===== config.mk =====
export PLATFORM = sky130hd
export DESIGN_NAME = axil_to_mem_bridge
export DESIGN_NICKNAME = d
export VERILOG_FILES = /design/src/rtl/axil_to_mem_bridge.sv
export SDC_FILE = /design/constraint.sdc
export NUM_CORES = 1
export LEC_CHECK = 0
export CAP_MARGIN = 10
export CORE_UTILIZATION = 36
export DETAILED_ROUTE_END_ITERATION = 16
export GPL_ROUTABILITY_DRIVEN = 0
export PLACE_DENSITY = 0.81
export SLEW_MARGIN = 10
export SYNTH_ARGS = -nofsm -noshare
export SYNTH_HDL_FRONTEND = slang
export SYNTH_SLANG_ARGS = --single-unit

===== constraint.sdc =====
create_clock -name clk_i -period 1.92 [get_ports clk_i]
set_input_delay 0.48 -clock clk_i [delete_from_list [all_inputs] [get_ports clk_i]]
set_output_delay 0.48 -clock clk_i [all_outputs]
set_load 0.1 [all_outputs]

===== src/rtl/axil_to_mem_bridge.sv =====
// ---------------------------------------------------------------------------
// axil_to_mem_bridge
//
// AXI4-Lite subordinate that forwards each write/read transaction to a simple
// single-cycle register interface (mem_we/mem_waddr/mem_re/mem_raddr), as
// exposed by UART and other peripheral register blocks. The peripheral answers
// combinationally in the same cycle the enable is high.
//
// Write and read paths are independent three-state FSMs (IDLE/EXEC/RESP) and
// may both issue to the memory side in the same cycle. Each AXI transaction
// produces exactly one enable pulse, so destructive reads (FIFO pops) happen
// once even when the R channel is back-pressured.
//
// Ports:
//   clk_i, arst_ni          clock, asynchronous active-low reset
//   s_aw* / s_w* / s_b*     AXI4-Lite write address, data, response channels
//   s_ar* / s_r*            AXI4-Lite read address, data channels
//   mem_we_o, mem_waddr_o,
//   mem_wdata_o, mem_wstrb_o,
//   mem_wresp_i             memory-side write port (response same cycle)
//   mem_re_o, mem_raddr_o,
//   mem_rdata_i, mem_rresp_i memory-side read port (data same cycle)
// ---------------------------------------------------------------------------
module axil_to_mem_bridge #(
  parameter int AXI_ADDR_WIDTH = 32,
  parameter int ADDR_WIDTH     = 6,
  parameter int DATA_WIDTH     = 32
) (
  input  logic                      arst_ni,
  input  logic                      clk_i,
  // AXI4-Lite write address channel
  input  logic [AXI_ADDR_WIDTH-1:0] s_awaddr_i,
  input  logic                      s_awvalid_i,
  output logic                      s_awready_o,
  // AXI4-Lite write data channel
  input  logic [DATA_WIDTH-1:0]     s_wdata_i,
  input  logic [DATA_WIDTH/8-1:0]   s_wstrb_i,
  input  logic                      s_wvalid_i,
  output logic                      s_wready_o,
  // AXI4-Lite write response channel
  output logic [1:0]                s_bresp_o,
  output logic                      s_bvalid_o,
  input  logic                      s_bready_i,
  // AXI4-Lite read address channel
  input  logic [AXI_ADDR_WIDTH-1:0] s_araddr_i,
  input  logic                      s_arvalid_i,
  output logic                      s_arready_o,
  // AXI4-Lite read data channel
  output logic [DATA_WIDTH-1:0]     s_rdata_o,
  output logic [1:0]                s_rresp_o,
  output logic                      s_rvalid_o,
  input  logic                      s_rready_i,
  // Memory-side write port
  output logic                      mem_we_o,
  output logic [ADDR_WIDTH-1:0]     mem_waddr_o,
  output logic [DATA_WIDTH-1:0]     mem_wdata_o,
  output logic [DATA_WIDTH/8-1:0]   mem_wstrb_o,
  input  logic [1:0]                mem_wresp_i,
  // Memory-side read port
  output logic                      mem_re_o,
  output logic [ADDR_WIDTH-1:0]     mem_raddr_o,
  input  logic [DATA_WIDTH-1:0]     mem_rdata_i,
  input  logic [1:0]                mem_rresp_i
);

  localparam int STRB_WIDTH = DATA_WIDTH / 8;

  typedef enum logic [1:0] {
    W_IDLE = 2'd0,
    W_EXEC = 2'd1,
    W_RESP = 2'd2
  } w_state_e;

  typedef enum logic [1:0] {
    R_IDLE = 2'd0,
    R_EXEC = 2'd1,
    R_RESP = 2'd2
  } r_state_e;

  // -------------------------------------------------------------------------
  // Write path state
  // -------------------------------------------------------------------------
  w_state_e                w_state_q, w_state_d;
  logic                    aw_held_q, aw_held_d;
  logic                    w_held_q,  w_held_d;
  logic [ADDR_WIDTH-1:0]   waddr_q;
  logic [DATA_WIDTH-1:0]   wdata_q;
  logic [STRB_WIDTH-1:0]   wstrb_q;
  logic [1:0]              bresp_q;
  logic                    aw_hs;
  logic                    w_hs;

  // -------------------------------------------------------------------------
  // Read path state
  // -------------------------------------------------------------------------
  r_state_e                r_state_q, r_state_d;
  logic [ADDR_WIDTH-1:0]   raddr_q;
  logic [DATA_WIDTH-1:0]   rdata_q;
  logic [1:0]              rresp_q;
  logic                    ar_hs;

  // Address bits above ADDR_WIDTH carry no meaning for the peripheral; no
  // decode error is raised for them.
  logic unused_addr_bits;
  assign unused_addr_bits = ^{s_awaddr_i[AXI_ADDR_WIDTH-1:ADDR_WIDTH],
                              s_araddr_i[AXI_ADDR_WIDTH-1:ADDR_WIDTH]};

  // Readies are gated by the reset pin so every output reads 0 while reset
  // is asserted and the readies come up immediately on deassertion.
  assign s_awready_o = arst_ni && (w_state_q == W_IDLE) && !aw_held_q;
  assign s_wready_o  = arst_ni && (w_state_q == W_IDLE) && !w_held_q;
  assign s_arready_o = arst_ni && (r_state_q == R_IDLE);

  assign aw_hs = s_awvalid_i && s_awready_o;
  assign w_hs  = s_wvalid_i  && s_wready_o;
  assign ar_hs = s_arvalid_i && s_arready_o;

  // -------------------------------------------------------------------------
  // Write FSM: collect AW and W in any order, issue once, hold B until taken
  // -------------------------------------------------------------------------
  always_comb begin
    w_state_d = w_state_q;
    aw_held_d = aw_held_q;
    w_held_d  = w_held_q;
    case (w_state_q)
      W_IDLE: begin
        if (aw_hs) aw_held_d = 1'b1;
        if (w_hs)  w_held_d  = 1'b1;
        // Uses the updated flags so a same-cycle AW+W goes straight to EXEC.
        if (aw_held_d && w_held_d) w_state_d = W_EXEC;
      end
      W_EXEC: w_state_d = W_RESP;
      W_RESP: begin
        if (s_bready_i) begin
          aw_held_d = 1'b0;
          w_held_d  = 1'b0;
          w_state_d = W_IDLE;
        end
      end
      default: begin
        w_state_d = W_IDLE;
        aw_held_d = 1'b0;
        w_held_d  = 1'b0;
      end
    endcase
  end

  always_ff @(posedge clk_i or negedge arst_ni) begin
    if (!arst_ni) begin
      w_state_q <= W_IDLE;
      aw_held_q <= 1'b0;
      w_held_q  <= 1'b0;
    end else begin
      w_state_q <= w_state_d;
      aw_held_q <= aw_held_d;
      w_held_q  <= w_held_d;
    end
  end

  always_ff @(posedge clk_i or negedge arst_ni) begin
    if (!arst_ni) begin
      waddr_q <= '0;
      wdata_q <= '0;
      wstrb_q <= '0;
      bresp_q <= 2'b00;
    end else begin
      if (aw_hs) waddr_q <= s_awaddr_i[ADDR_WIDTH-1:0];
      if (w_hs) begin
        wdata_q <= s_wdata_i;
        wstrb_q <= s_wstrb_i;
      end
      // The peripheral answers in the same cycle as mem_we_o.
      if (w_state_q == W_EXEC) bresp_q <= mem_wresp_i;
    end
  end

  assign mem_we_o    = (w_state_q == W_EXEC);
  assign mem_waddr_o = waddr_q;
  assign mem_wdata_o = wdata_q;
  assign mem_wstrb_o = wstrb_q;
  assign s_bvalid_o  = (w_state_q == W_RESP);
  assign s_bresp_o   = bresp_q;

  // -------------------------------------------------------------------------
  // Read FSM: one mem_re_o pulse per AR, data captured and held until taken
  // -------------------------------------------------------------------------
  always_comb begin
    r_state_d = r_state_q;
    case (r_state_q)
      R_IDLE:  if (ar_hs) r_state_d = R_EXEC;
      R_EXEC:  r_state_d = R_RESP;
      R_RESP:  if (s_rready_i) r_state_d = R_IDLE;
      default: r_state_d = R_IDLE;
    endcase
  end

  always_ff @(posedge clk_i or negedge arst_ni) begin
    if (!arst_ni) begin
      r_state_q <= R_IDLE;
    end else begin
      r_state_q <= r_state_d;
    end
  end

  always_ff @(posedge clk_i or negedge arst_ni) begin
    if (!arst_ni) begin
      raddr_q <= '0;
      rdata_q <= '0;
      rresp_q <= 2'b00;
    end else begin
      if (ar_hs) raddr_q <= s_araddr_i[ADDR_WIDTH-1:0];
      // Captured once in EXEC, so back-pressure in RESP never re-reads.
      if (r_state_q == R_EXEC) begin
        rdata_q <= mem_rdata_i;
        rresp_q <= mem_rresp_i;
      end
    end
  end

  assign mem_re_o    = (r_state_q == R_EXEC);
  assign mem_raddr_o = raddr_q;
  assign s_rvalid_o  = (r_state_q == R_RESP);
  assign s_rdata_o   = rdata_q;
  assign s_rresp_o   = rresp_q;

endmodule


Yosys cells after proc, flatten, opt, wreduce, memory -nomap -nowiden
Index checks and enable logic that the tools add are counted.
{"block": "totals", "inputBits": 143, "elab_cells": 48, "ff_bits": 90, "output_inout_bits": 91}
{"block": "op_classes", "n_bitwise": 1, "n_eq_ne": 8, "n_reduce_logical": 15, "mux": 13}
{"cell": "$pmux 2 s3", "n": 2}
{"cell": "$logic_and 1x1->1", "n": 8}
{"cell": "$mux 2", "n": 4}
{"cell": "$ne 2x1->1 const B", "n": 3}
{"cell": "$pmux 1 s3", "n": 2}
{"cell": "$reduce_and 2->1", "n": 3}
{"cell": "$mux 1", "n": 5}
{"cell": "$eq 2x1->1 const B", "n": 2}
{"cell": "$eq 2x2->1 const B", "n": 2}
{"cell": "$logic_not 2->1", "n": 2}
{"cell": "$logic_not 1->1", "n": 2}
{"cell": "$ne 2x2->1 const B", "n": 1}
{"cell": "$not 1->1", "n": 1}

Longest topological paths before layout
{"block": "logic_depth", "ltp_word": 9, "ltp_mapped": 4, "mapped_depth_nobuf": 3}

Worst setup path before layout
OpenSTA, ideal clock, no wires.
{"block": "synth_path", "path_kind": "in2reg", "from": "input port arst_ni", "to": "register raddr_q[0] (netlist: mem_raddr_o[0])", "arrival_time_ps": 3501, "setup_slack_ps": -1707, "required_time_ps": 1795, "stages": 4, "setup_time_ps": 125, "path_cell_list": "nor3b_1 > and2_1 > buf_2 > mux2_2"}
{"block": "synth_between", "elab_chain_len": 2}
{"item": "start: declaration", "line_no": "29", "text": "input logic arst_ni,"}
{"item": "$logic_and 1x1->1", "line_no": "112", "text": "assign s_arready_o = arst_ni && (r_state_q == R_IDLE);"}
{"item": "$logic_and 1x1->1", "line_no": "116", "text": "assign ar_hs = s_arvalid_i && s_arready_o;"}
{"item": "end signal: assignment", "line_no": "211", "text": "if (ar_hs) raddr_q <= s_araddr_i[ADDR_WIDTH-1:0];"}
{"item": "end: declaration", "line_no": "97", "text": "logic [ADDR_WIDTH-1:0] raddr_q;"}
Every way passes these cells.
A chain may end at the register's enable or synchronous reset.

Worst setup path after layout
{"block": "layout_path", "from": "register w_held_q", "to": "output port s_wready_o"}
{"block": "layout_between", "elab_chain_len": 2}
{"item": "start: declaration", "line_no": "85", "text": "logic w_held_q, w_held_d;"}
{"item": "start signal: assignment", "line_no": "156", "text": "w_held_q <= w_held_d;"}
{"item": "$logic_not 1->1", "line_no": "111", "text": "assign s_wready_o = arst_ni && (w_state_q == W_IDLE) && !w_held_q;"}
{"item": "$logic_and 1x1->1", "line_no": "111"}
{"item": "end: declaration", "line_no": "39", "text": "output logic s_wready_o,"}
Every way passes these cells.

==> impl_results.md <==
- Status: complete, no violations
- Main flop type after synthesis: dfrtp_1
- Hold-fix buffers, CTS: 0
- CP Cell Sequence: nor4b_4, buf_4, buf_12
- Final setup skew: 0.0112 ns
- Met3 Resource Use GR: 0.0621
- I/O Buffers: 181
- Worst Hold Class: in -> async
- RSZ-0062 raised after global routing: yes
- Cell area after synthesis: 0.00354 sq mm
- All-layer global routing usage: 0.187
- Final ANT Viol Nets: 0
- Bufs on Longest Clock Path: 2
- CTS H-Tree Depth: 3
- Root Driver: clkbuf_8
- Post-Synth Simple-Gate Area: 0.0297
- Synth Area in Compound Gates: 0.0152
- CTS buffer count: 9
- Std cell rows: 35
- Core Region: 0.00937 sq mm
- CP Class: reg -> out
- Drt via density: 4.59
- Worst slack, placed: 0.0923 ns
- Synth area leaders: dfrtp_1, mux2_2, mux2_4, buf_6, nor2b_1
- Top Usage Layer GRT: met2
- Tcrit/Tclk final: 0.998
- Die width: 101 um
- CP startpoint kind: flop
- Largest family of logic cells by synthesized area: multiplexers
- Req. time, crit path: 1.44 ns
- Clock transition at path regs: 0.09 ns
- Worst Tran Pin Value: 0.577 ns
- Layout cell share with drive strength beyond 1: 0.539
- Register area share after synthesis: 0.636
- Iter 0 DRT Violations: 33
- Met1 Resource Use GR: 0.202
- Share of the synthesized area in the top cell type: 0.636
- Post-layout min period: 1.92 ns
- Area delta synth->final: 91.5%
- Count leader, synth: dfrtp_1
- Ant diodes: 0
- Cell Count, Final, Fillers Out: 543
- Yosys warning count: 0
- Worst-Skew Late Latency: 0.34 ns
- IO Pins: 234
- Cells after DPL: 518
- CP startpoint: w_held_q
- Synth top cells by count: dfrtp_1, mux2_2, mux2_4
- Final-layout fill cell count: 607
- Final hold slack: 0.145 ns
- First-pass detailed-route iteration total: 3
- Post-Synth Adder-Cell Area: 0
- Max-slew violations: 0
- Multi-input logic area: 0.00128 sq mm
- Setup violations, final: 0
- XOR/XNOR share of the synthesized area: 0
- Distinct cell type count after synthesis: 18
- Max-slew headroom: 0.615
- Vias: 2490
- Post-synth EDFFs: 0
- Delay of the slowest critical-path stage: 0.46 ns
- GR Overflow Total: 0
- Synth Instances: 206
- Post-detail-place hpwl: 7.25 mm
- Worst reg2reg setup slack: 0.25 ns
- Max stage delay cell, worst path: dfrtp_2
- Mux cell area share after synthesis: 0.299
- Wire per inst: 17.3 um
- Nets: 552
- Worst-path fanout max: 5
- Syn_nets: 349
- Synth area leader: dfrtp_1
- Max_cap viols: 0
- Initial antenna violation count: 0
- CP arrival: 1.44 ns
- CTS tree: yes
- Fin util: 0.724
- Origin of the critical flop-to-flop path: w_held_q
- Die Y: 101 um
- Initial core utilization: 0.378
- # DRC: 0
- Max Clk Rate: 0.522 GHz
- Worst Setup End Kind: primary output
- Area occupied by registers: 0.00226 sq mm
- Setup ws final: 0.00361 ns
- FFs w/ async S/R, synth: 1.00
- Routed wire length: 9.38 mm
- Mean cell area of the mapped netlist: 17.2 sq um
- GR Util met2: 0.351
- Full die area: 0.0102 sq mm
- Post-synthesis register bit count: 90
- Pin count of the biggest net entering global routing: 48
- Clock sinks: 90
- Vias in the first global route: 2714
- Final-report hold violation count: 0
- First-pass GRT wire length: 14.4 mm
-- area by class of cell --
type	instances	share of cell area
sequential	90	0.332
clock inverter	4	0.00498
timing repair buffer	200	0.424
clock buffer	12	0.0243
multi-input combinational	104	0.188
inverter	4	0.00221
tap	129	0.0238
-- flip-flops by register name, summed over array words and instances, names as in the netlist --
signal,flops
r_state_q,2
mem_raddr_o,6
s_rresp_o,2
s_bresp_o,2
mem_waddr_o,6
w_state_q,2
s_rdata_o,32
w_held_q,1
aw_held_q,1
mem_wdata_o,32
mem_wstrb_o,4
-- placed cells by master, fill, tap and decap left out --
master | netlist | routed
nor2b_2 | 0 | 2
buf_4 | 0 | 19
nor2b_4 | 0 | 2
clkinv_4 | 0 | 2
nor4b_4 | 1 | 2
a21oi_1 | 1 | 1
mux2_4 | 30 | 35
clkinvlp_4 | 0 | 1
nor4_1 | 1 | 1
mux2_2 | 54 | 49
clkbuf_8 | 0 | 12
clkdlybuf4s50_1 | 0 | 89
dfrtp_1 | 90 | 87
nor2b_1 | 5 | 1
a22oi_1 | 2 | 2
inv_1 | 4 | 4
buf_12 | 0 | 92
a21o_1 | 2 | 2
and2_1 | 1 | 1
nand2_2 | 0 | 1
nand2_4 | 1 | 1
nor3b_4 | 0 | 1
o22ai_1 | 3 | 3
dfrtp_2 | 0 | 3
inv_6 | 0 | 1
-- worst paths after layout --
kind / cells after the start / to
max reg2reg: 5 / mem_wdata_o[9]
min reg2reg: 1 / s_rdata_o[19]
max in group asynchronous: 2 / mem_wstrb_o[3]
max: 3 / s_wready_o
min in group clk_i: 1 / s_rdata_o[19]
min: 2 / mem_raddr_o[4]
-- worst max-delay path, delay by kind of cell, from the launching register on --
kind | cells | cell delay (ns)
buf+inv | 2 | 0.32
simple gates | 1 | 0.31
flops | 1 | 0.46
-- per-layer routing --
metal,wire length [um],share of wire,vias up
li1,-,-,1125
met1,3310,0.35,1253
met2,5270,0.56,106
met3,736,0.078,6
met4,69,0.0074,0
met5,0,0,-
-- cell families after synthesis --
family / count (synthesis)
muxes: 84
buffers and inverters: 12
and+or+nand+nor: 12
AOI/OAI and AO/OA: 8
DFF: 90
-- through the flow --
step           setup TNS, ns  cell area (sq um)
3_3_place_gp               0               6510
4_1_cts              -0.0370               6750
3_5_place_dp               0               6510
5_1_grt               -0.117               6790
6_report                   0               6790
2_1_floorplan         -23.07               3600
-- what timing repair did --
action / CTS / global route
buffers inserted: 4 / 5
pin swaps: 1 / 2
gates resized for setup: 1 / 2
endpoints found under the setup margin: 3 / 3
Power is left out: the tool's default activity adds up to more than one toggle a clock period on the data nets, which glitch-free logic cannot reach.
